<file path="config.mk">
export PLATFORM = sky130hd
export DESIGN_NAME = dtree_seq_walker
export DESIGN_NICKNAME = d
export VERILOG_FILES = /design/src/rtl/dtree_seq_walker.sv
export SDC_FILE = /design/constraint.sdc
export NUM_CORES = 2
export LEC_CHECK = 0
export BUFFER_PORTS_ARGS = -buffer_cell sky130_fd_sc_hd__buf_2
export CORE_MARGIN = 5
export CORE_UTILIZATION = 50
export DETAILED_ROUTE_END_ITERATION = 16
export PLACE_DENSITY_LB_ADDON = 0.3
export RECOVER_POWER = 25
export SYNTH_ARGS = -nofsm -noshare
export SYNTH_HDL_FRONTEND = slang
export SYNTH_SLANG_ARGS = --single-unit
</file>
<file path="constraint.sdc">
create_clock -name clk -period 79.5 [get_ports clk]
set_input_delay 0 -clock clk [delete_from_list [all_inputs] [get_ports clk]]
set_output_delay 0 -clock clk [all_outputs]
set_load 0.02 [all_outputs]
</file>
<file path="src/rtl/dtree_seq_walker.sv">
// dtree_seq_walker: programmable decision-tree classifier that walks one node per clock.
// Optional depth guard is built when DTREE_DEPTH_GUARD_EN is defined.
module dtree_seq_walker #(
  parameter int N_FEAT    = 64,
  parameter int FEAT_W    = 8,
  parameter int N_NODES   = 64,
  parameter int CLASS_W   = 5,
  parameter int MAX_STEPS = 16,
  localparam int FI_W     = $clog2(N_FEAT),
  localparam int NI_W     = $clog2(N_NODES),
  localparam int PW       = $clog2(FEAT_W + 1),
  localparam int NODE_W   = 1 + FI_W + PW + FEAT_W + 2 * NI_W
) (
  input  logic                     clk,
  input  logic                     rst,
  input  logic                     in_valid,
  output logic                     in_ready,
  input  logic [N_FEAT*FEAT_W-1:0] in_features,
  output logic                     out_valid,
  input  logic                     out_ready,
  output logic [CLASS_W-1:0]       out_class,
  output logic                     out_err,
  input  logic                     cfg_we,
  input  logic [NI_W-1:0]          cfg_addr,
  input  logic [NODE_W-1:0]        cfg_wdata
);

  localparam logic [1:0] S_IDLE = 2'd0;
  localparam logic [1:0] S_WALK = 2'd1;
  localparam logic [1:0] S_DONE = 2'd2;

  logic [1:0]         state;
  logic [NODE_W-1:0]  tbl [N_NODES];
  logic [FEAT_W-1:0]  feat_p0 [N_FEAT];
  logic [NI_W-1:0]    node_p0;
  logic [CLASS_W-1:0] cls_p1;

  logic               nd_leaf;
  logic [FI_W-1:0]    nd_fidx;
  logic [PW-1:0]      nd_prec;
  logic [FEAT_W-1:0]  nd_thr;
  logic [NI_W-1:0]    nd_left;
  logic [NI_W-1:0]    nd_right;
  logic [FEAT_W-1:0]  fsel;
  logic               go_left;
  logic [NI_W-1:0]    nxt_node;
  logic               accept;

  // Precision values beyond the feature width saturate to the full width.
  function automatic logic [PW-1:0] sat_prec(input logic [PW-1:0] p);
    return (p > PW'(FEAT_W)) ? PW'(FEAT_W) : p;
  endfunction

  // Keep the top prec MSBs; a shift of FEAT_W (prec=0) yields zero.
  function automatic logic [FEAT_W-1:0] trunc_feat(input logic [FEAT_W-1:0] f,
                                                   input logic [PW-1:0]     p);
    logic [PW-1:0] sh;
    sh = PW'(FEAT_W) - sat_prec(p);
    return f >> sh;
  endfunction

  assign {nd_leaf, nd_fidx, nd_prec, nd_thr, nd_left, nd_right} = tbl[node_p0];

  // Indices with no matching feature read as zero.
  always_comb begin
    fsel = '0;
    for (int i = 0; i < N_FEAT; i++)
      if (nd_fidx == FI_W'(i)) fsel = feat_p0[i];
  end

  assign go_left  = (trunc_feat(fsel, nd_prec) <= nd_thr);
  assign nxt_node = go_left ? nd_left : nd_right;

  assign in_ready  = (state == S_IDLE) && !cfg_we;
  assign accept    = in_ready && in_valid;
  assign out_valid = (state == S_DONE);
  assign out_class = cls_p1;

`ifdef DTREE_DEPTH_GUARD_EN
  localparam int SW = $clog2(MAX_STEPS + 1);
  logic [SW-1:0] steps_p0;
  logic          err_p1;
  assign out_err = err_p1;
`else
  assign out_err = 1'b0;
`endif

  // stage p0: feature capture (data only, no reset)
  always_ff @(posedge clk) begin
    if (accept)
      for (int i = 0; i < N_FEAT; i++)
        feat_p0[i] <= in_features[i*FEAT_W +: FEAT_W];
  end

  // stage p1: walk control, node table and result registers
  always_ff @(posedge clk) begin
    if (rst) begin
      state   <= S_IDLE;
      node_p0 <= '0;
      cls_p1  <= '0;
      for (int i = 0; i < N_NODES; i++)
        tbl[i] <= {1'b1, {(NODE_W-1){1'b0}}};
`ifdef DTREE_DEPTH_GUARD_EN
      steps_p0 <= '0;
      err_p1   <= 1'b0;
`endif
    end else begin
      case (state)
        S_IDLE: begin
          if (cfg_we) begin
            tbl[cfg_addr] <= cfg_wdata;
          end else if (in_valid) begin
            state   <= S_WALK;
            node_p0 <= '0;
`ifdef DTREE_DEPTH_GUARD_EN
            steps_p0 <= '0;
`endif
          end
        end
        S_WALK: begin
          if (nd_leaf) begin
            cls_p1 <= nd_thr[CLASS_W-1:0];
            state  <= S_DONE;
`ifdef DTREE_DEPTH_GUARD_EN
            err_p1 <= 1'b0;
          end else if (steps_p0 == SW'(MAX_STEPS - 1)) begin
            cls_p1 <= '1;
            err_p1 <= 1'b1;
            state  <= S_DONE;
`endif
          end else begin
            node_p0 <= nxt_node;
          end
`ifdef DTREE_DEPTH_GUARD_EN
          steps_p0 <= steps_p0 + SW'(1);
`endif
        end
        S_DONE: begin
          if (out_ready) state <= S_IDLE;
        end
        default: state <= S_IDLE;
      endcase
    end
  end

endmodule

</file>
==> out/qor.yml <==
r2r_cells: 30
synth.area.top_cells: "edfxtp_1, mux4_2, and2_1"
crit_buf_inv: 4
avgRoutedWirePerCell_um: 37.3
ys_ff_latch: 2515
power_density_nw_per_um2: 22.3
synth_cell_types: 110
p_leak_nw: 47.9
synth_area_um2: 113000
drc: 0
p_total_mw: 3.07
grt_usage_pct: 36.6
cts.sinks: 2515
nFillCells: 16300
final_common_cell: "edfxtp_1"
cts_tree: "done"
clkSlewWorstSetupHoldPaths_ps: 60
gp_congestion: 1.03
postCtsSetupRepairBufs: 0
grt_first_pass_wirelength_um: 603000
crit_slowest_cell: "a2111oi_0"
switching_share_pct: 24.2
crit_family: "compound AO/OA/AOI/OAI gates"
yosys.area.top_type_share_pct: 66.1
clk_latency_ps: 930
cts_resized: 0
core_area_um2: 225000
max_freq_mhz: 87.4
synth_cells: 7100
rows: 174
synth_seq_area_share_pct: 66.5
critPathArrivalTime_ps: 12200
syn_to_final_growth_pct: 21.6
ir_worst_vdd_mv: 0.0192
fin_tns_setup_ps: 0
vias: 76200
timing.final.crit_share_pct: 14.4
drt_iter0_drc: 11400
status: "finished, violations left"
yosys_warnings: 0
cp-start-kind: "register"
p_sw_mw: 0.742
syn-num-nets: 7663
io_pins: 562
htreeDepth: 5
hold_depth: 2
die-area_um2: 236000
final_nets: 9099
routed_wl_um: 440000
maxCapViolCount: 26
cts_buffers: 282
grt_setup_unrepaired: "no"
vias_per_cell: 6.46
synth_top_flop_cell: "edfxtp_1"
relSlewSlack_pct: -202
path_class: "reg -> reg"
hold_viol: 0
cp_num_cells: 30
p_int_mw: 2.33
io_buffer_count: 560
drv_slew: 833
layoutNonFillerInstCount: 11800
root_buffer: "clkbuf_16"
antenna_found_initial: 80
detail-route-antenna-nets: 0
synth-async-reset-ratio_pct: 0
seq_power_share_pct: 50.1
mostFrequentLayoutCells: "edfxtp_1, and2_1, dlygate4sd3_1, mux4_2, buf_2"
dp.cells: 10200
fin_skew_ps: 70.4
synth_edf_count: 2496
cts.path.max_buffers: 4
grt_pass1_vias: 74500
critPathRequiredTime_ps: 80250
grt-ovfl-total: 0
setup_viol: 0
first_pass_iters: 10
cts.hold.buffers_added: 1062
share_comb_of_total_power_pct: 9.0
grt_max_degree: 105
holdWs_ps: 63.1
synth_top_area_cell: "edfxtp_1"
hold_path.class: "in -> reg"
initial_core_util_pct: 50.3
crit_path_end_kind: "register"
violations: "capacitance limit, slew limit"
syn-mean-instance-area_um2: 16.0
tightest_slew_ps: 4530
fp.dieW_um: 486
dpl.hpwl_um: 271000
drive_gt1_share_pct: 20.3
crit_path_max_fanout: 88
die_h_um: 486
clkPwrFrac_pct: 40.9
min_period_ps: 11450
crit_path_max_incr_delay_ps: 1160
[final cells by class]
cell class	instances	area, µm²	share of cell area, %
clock inverter	139	1120	0.815
timing repair buffer	1816	14600	10.6
antenna	68	170	0.124
tap	2992	3740	2.72
multi-input combinational	3892	35300	25.6
clock buffer	340	7410	5.38
inverter	29	110	0.0799
sequential	2515	75300	54.7
[Yosys cell counts (54+ instances only)]
cell type and count:
a21oi_1 76, a22oi_1 54, and2_1 1924, buf_2 71, clkbuf_1 496, edfxtp_1 2496, mux4_2 625, nand2_1 92
nand3_1 72, nor2_1 166, nor3_1 55, o21ai_0 63, o22ai_1 59, or2_2 64, or3_1 65
[metal layers]
layer / track usage, % / wire length, µm
met1: 48.0 / 156000
met2: 55.9 / 198000
met3: 10.9 / 55200
met4: 18.7 / 29900
met5: 0.604 / 241
[power groups by stage]
stage	registers, mW	logic [mW]	clock network, mW
global route	1.54	0.280	1.31
global placement	1.56	0.222	0
CTS	1.54	0.265	1.25
detailed placement	1.56	0.222	0
finish	1.54	0.275	1.26
floorplan	1.57	0.119	0
[state kept, by name, indices dropped and copies added, names as in the netlist, named ones only]
signal     count
state          2
out_class      5
feat_p0      512
node_p0        6
tbl         1984
[through the flow]
step | instance area [µm²] | util, % | setup WS, ps
finish | 138000 | 61.2 | 68050
global route | 138000 | 61.2 | 67620
CTS | 138000 | 61.3 | 68150
detailed placement | 119000 | 52.8 | 68220
global placement | 119000 | 52.8 | 68040
floorplan | 113000 | - | 23920
[final timing paths]
path / startpoint / end / slack [ps]
worst max-delay path: register / register / 68050
worst min-delay path: cfg_wdata[27] / tbl[45][27] / 60
worst max register to register: register / register / 68050
worst min register to register: node_p0[3] / node_p0[3] / 500
[logic make-up after synthesis]
logic type,synth area share (%)
other,0.00331
adders and majority gates,0.0994
and+or+nand+nor,14.0
xor gates and xnor gates,0.00773
buffers and inverters,2.60
muxes,13.1
DFF,66.5
AOI/OAI and AO/OA,3.77
Power figures use the tool's default switching activity.
